**src/rtl/reg8_write_arbiter.sv**
```systemverilog
// reg8_write_arbiter: round-robin arbiter and single-cycle write sequencer
// that shares one enable-loaded register between N_REQ requesters.
// Optional build macro ARB_WCOUNT_EN adds the committed-write counter
// (wcount) and the last_owner output.
module reg8_write_arbiter #(
    parameter int N_REQ  = 4,
    parameter int DATA_W = 8,
    parameter int ID_W   = 2
) (
    input  logic                    clk,
    input  logic                    rstn,
    input  logic [N_REQ-1:0]        req,
    input  logic [N_REQ*DATA_W-1:0] wdata,
    output logic [N_REQ-1:0]        gnt,
    output logic [N_REQ-1:0]        ack,
    output logic                    reg_en,
    output logic [DATA_W-1:0]       reg_d,
    output logic [ID_W-1:0]         owner,
    output logic                    busy
`ifdef ARB_WCOUNT_EN
    ,
    output logic [15:0]             wcount,
    output logic [ID_W-1:0]         last_owner
`endif
);

    typedef enum logic [1:0] {
        IDLE    = 2'd0,
        WRITE   = 2'd1,
        RELEASE = 2'd2
    } state_t;

    state_t              state, state_nxt;
    logic [ID_W-1:0]     ptr, ptr_nxt;
    logic [ID_W-1:0]     owner_nxt;
    logic [N_REQ-1:0]    gnt_nxt, ack_nxt;
    logic                reg_en_nxt, busy_nxt;
    logic [DATA_W-1:0]   reg_d_nxt;
    logic                win_found;
    logic [ID_W-1:0]     win_idx;

    // Round-robin search: first requesting index at or above ptr, wrapping.
    always_comb begin : win_search
        int idx;
        win_found = 1'b0;
        win_idx   = '0;
        idx       = 0;
        for (int k = 0; k < N_REQ; k++) begin
            idx = int'(ptr) + k;
            if (idx >= N_REQ) idx = idx - N_REQ;
            if (!win_found && req[idx]) begin
                win_found = 1'b1;
                win_idx   = ID_W'(idx);
            end
        end
    end

    // Next-state and next-output logic; every output is registered.
    always_comb begin
        state_nxt  = state;
        ptr_nxt    = ptr;
        owner_nxt  = owner;
        gnt_nxt    = gnt;
        ack_nxt    = '0;
        reg_en_nxt = 1'b0;
        reg_d_nxt  = reg_d;
        busy_nxt   = busy;
        case (state)
            IDLE: begin
                gnt_nxt  = '0;
                busy_nxt = 1'b0;
                if (win_found) begin
                    gnt_nxt[win_idx] = 1'b1;
                    owner_nxt        = win_idx;
                    reg_d_nxt        = wdata[win_idx*DATA_W +: DATA_W];
                    reg_en_nxt       = 1'b1;
                    busy_nxt         = 1'b1;
                    state_nxt        = WRITE;
                end
            end
            WRITE: begin
                // The register loads on this edge; acknowledge the grant holder.
                ack_nxt   = gnt;
                state_nxt = RELEASE;
            end
            RELEASE: begin
                // No preemption: hold ownership until the owner lets go.
                if (!req[owner]) begin
                    gnt_nxt   = '0;
                    busy_nxt  = 1'b0;
                    owner_nxt = '0;
                    ptr_nxt   = (owner == ID_W'(N_REQ - 1)) ? '0 : owner + ID_W'(1);
                    state_nxt = IDLE;
                end
            end
            default: begin
                gnt_nxt   = '0;
                busy_nxt  = 1'b0;
                state_nxt = IDLE;
            end
        endcase
    end

    // State and output registers; reset aborts any write in progress.
    always_ff @(posedge clk or negedge rstn) begin
        if (!rstn) begin
            state  <= IDLE;
            ptr    <= '0;
            owner  <= '0;
            gnt    <= '0;
            ack    <= '0;
            reg_en <= 1'b0;
            reg_d  <= '0;
            busy   <= 1'b0;
        end else begin
            state  <= state_nxt;
            ptr    <= ptr_nxt;
            owner  <= owner_nxt;
            gnt    <= gnt_nxt;
            ack    <= ack_nxt;
            reg_en <= reg_en_nxt;
            reg_d  <= reg_d_nxt;
            busy   <= busy_nxt;
        end
    end

`ifdef ARB_WCOUNT_EN
    // Committed-write counter (saturating) and owner of the latest write.
    always_ff @(posedge clk or negedge rstn) begin
        if (!rstn) begin
            wcount     <= '0;
            last_owner <= '0;
        end else if (state == WRITE) begin
            if (wcount != 16'hFFFF) wcount <= wcount + 16'd1;
            last_owner <= owner;
        end
    end
`endif

endmodule

```
**config.mk**
```make
export PLATFORM = sky130hd
export DESIGN_NAME = reg8_write_arbiter
export DESIGN_NICKNAME = d
export VERILOG_FILES = /design/src/rtl/reg8_write_arbiter.sv
export SDC_FILE = /design/constraint.sdc
export NUM_CORES = 1
export LEC_CHECK = 0
export CAP_MARGIN = 20
export CORE_ASPECT_RATIO = 0.75
export CORE_MARGIN = 4
export CORE_UTILIZATION = 40
export CTS_BUF_LIST = sky130_fd_sc_hd__clkbuf_16
export CTS_CLUSTER_DIAMETER = 80
export DETAILED_ROUTE_END_ITERATION = 8
export PLACE_DENSITY = 0.72
export SYNTH_ARGS = -nofsm -noshare
export SYNTH_HDL_FRONTEND = slang
export SYNTH_SLANG_ARGS = --single-unit
```
**constraint.sdc**
```tcl
create_clock -name clk -period 4.1 [get_ports clk]
set_clock_uncertainty 0.2 [all_clocks]
set_input_delay 1.23 -clock clk [delete_from_list [all_inputs] [get_ports clk]]
set_output_delay 1.23 -clock clk [all_outputs]
set_load 0.01 [all_outputs]
```
==> metrics.txt <==
worst path cell trace=clkdlybuf4s50_1 > nor4_1 > or3_1 > buf_4 > a221oi_1 > o22ai_1; layout cells sized above 1=0.145; unrepaired setup endpoints after global routing=no; status=finished, final reports clean; Placeable Area=3080 um2; switching part of the total power=0.357; f_max=319 MHz; Starting Density=0.436; Power Internal=921 uW; CTS Buffer Depth=2; Reg power frac=0.300; slew margin rel.=0.547; synth top area cells=dfrtp_1 45%, mux2i_1 6.0%, a221oi_2 5.6%, o22ai_2 4.7%, buf_6 4.2%; Max stage delay on crit path=0.71 ns; number of global-route vias before repair=1123; Mapped Cells=118; clock root buffer=clkbuf_16; Least-Margin Pin Slew=0.679 ns; Layout Cells excl Fill=211; CP Capture Type=flop; total grt overflow=0; Antenna Cells=0; area taken by multi-input logic gates=639 um2; Peak VDD IR=400 uV; I/O pin total=58; Syn-to-layout area delta=49.4%; post-route setup TNS=0 ns; Logic pwr share=0.510; area leader, netlist=dfrtp_1; chip height=58.2 um; worst-case reg-to-reg path depth=4; First-pass DRT Iterations=4; post-CTS setup buffers=0; WP buf/inv=2; # hold bufs at CTS=0; Pwr Density=713 nW/um2; fin util=0.652; largest net degree at the start of global routing=25; CP Launch Point=req[3]; post-DP HPWL=2600 um; Finished Cell Area=2010 um2; DRC errors left=0; post-synthesis register bit count=24; ys flop type=dfrtp_1; net count after synthesis=157; Slowest cell on crit path=clkdlybuf4s50_1; top cell type's share of synthesized area=0.447; Seq. cell area=601 um2; total wire length=3390 um; Worst path depth=6; Final Cycle Share=0.765; Clock power frac=0.190; dominant cell by count in the synthesized netlist=dfrtp_1; placed insts=207; Static Leak=0.000851 uW; antenna violation net count after detailed routing=0; NetSw=512 uW; total clock sinks=24; hold path depth=2; Hold Crit Class=reg2reg; Tot GR Track Use=0.160; worst setup path end=reg_d[3]$_DFFE_PN0P_; Post-synth ARST share=1.00; Cell Area, Synth=1350 um2; Num CTS Buffers=3; gpl congestion=0.957; CTS tree=done; Synth top cells by count=24 x dfrtp_1, 11 x nor2_1, 8 x mux2i_1, 8 x nand2_1; initial antenna violation count=0; H-tree depth=1; Die ar.=4360 um2; via count=1158; crit path kind=in2reg; Die X=75.0 um; min Tclk post-route=3.14 ns; Fillers=220; Distinct cells, synth=34; Largest delay share family, worst path=buffers and inverters; final hold violations=0; iteration-0 DRC count of the detailed router=33; PortBufs=57; Setup Viol. Count Final=0; first-pass GRT wire length=5420 um; Post-synth EDFFs=0; Startpoint Class=input pin; Synth Warn #=0; post-CTS sizing=0; CP required=4.00 ns; reg2reg start=ptr[1]$_DFFE_PN0P_; num rows=17; CTS clk-pin slew, worst paths=0.06 ns; crit path DAT=3.04 ns; DR vias/cell=5.49; Max Slew Vio Count=0; Mean Syn Cell Area=11.4 um2; sequential fraction of the synthesis area=0.447; flop2flop setup slack=2.13 ns; NumNets Final=213; critical-path maximum fanout=13; Area after DPL=1900 um2; clock latency on the worst-skew pair=0.25 ns; max_cap viols=0; reg2reg end=owner[1]$_DFFE_PN0P_; Routed WL per cell=16.1 um
==> worst min-delay path: stages, from the launching register on <==
cell and delay [ns]:
dfrtp_1 0.35, nand2_1 0.05, nand2_1 0.06
==> cell type report <==
type | instances | share of cell area
Inverter | 5 | 0.0118
Tap cell | 38 | 0.0237
Sequential cell | 24 | 0.299
Clock buffer | 3 | 0.0374
Clock inverter | 1 | 0.0149
Multi-Input combinational cell | 80 | 0.318
Timing Repair Buffer | 60 | 0.295
==> logic make-up after synthesis <==
family,count (synthesis),share of synthesized area
compound gates,35,0.249
simple gates,34,0.132
flops,24,0.447
buf+inv,14,0.0781
mux,10,0.0847
fa+ha+maj,1,0.00930
==> worst min-delay path by stage <==
| stage | startpoint | endpoint | slack (ns) |
|---|---|---|---|
| finish | busy$_DFFE_PN0P_ | busy$_DFFE_PN0P_ | 0.29 |
| global route | busy$_DFFE_PN0P_ | busy$_DFFE_PN0P_ | 0.33 |
| detailed placement | busy$_DFFE_PN0P_ | busy$_DFFE_PN0P_ | 0.28 |
| global placement | busy$_DFFE_PN0P_ | busy$_DFFE_PN0P_ | 0.29 |
| CTS | busy$_DFFE_PN0P_ | busy$_DFFE_PN0P_ | 0.29 |
| floorplan | busy$_DFFE_PN0P_ | busy$_DFFE_PN0P_ | 0.31 |
==> routing by layer <==
metal / up-vias / global-route usage / part of all wire
li1: 545 / - / -
met1: 551 / 0.218 / 0.43
met2: 58 / 0.266 / 0.48
met3: 4 / 0.0433 / 0.088
met4: 0 / 0.0102 / 0.0038
met5: - / 0 / 0
==> cell usage in the layout, fill, tap and decap left out, types with 3 or more instances in the layout <==
master	count
o22ai_1	3
a21oi_1	3
clkdlybuf4s50_1	57
dfrtp_1	24
inv_1	4
a221oi_1	3
nand2_1	8
clkbuf_16	3
and2_1	4
buf_4	3
o22ai_2	5
a221oi_2	5
mux2i_1	8
nor2_1	11
o21ai_0	5
nor2b_1	4
==> metrics by stage <==
stage	hold WS, ns	setup slack, ns	total power, uW
after global routing	0.330	0.863	1530
after CTS	0.292	0.979	1450
after global placement	0.288	0.806	1150
final	0.287	0.964	1430
after floorplan	0.312	1.44	903
after detailed placement	0.278	0.728	1170
==> sequential cells by signal, indices dropped and copies added, names as in the netlist <==
register / flops
reg_d: 8
ack: 4
gnt: 4
owner: 2
ptr: 2
state: 2
busy: 1
reg_en: 1
==> power by group through the flow <==
stage / combinational [uW] / sequential (uW) / clock (uW)
2_1_floorplan: 456 / 447 / 0
4_1_cts: 740 / 431 / 277
3_3_place_gp: 717 / 432 / 0
6_report: 731 / 430 / 273
5_1_grt: 794 / 445 / 288
3_5_place_dp: 735 / 433 / 0
Note: power is estimated with default switching activity, not from simulation.
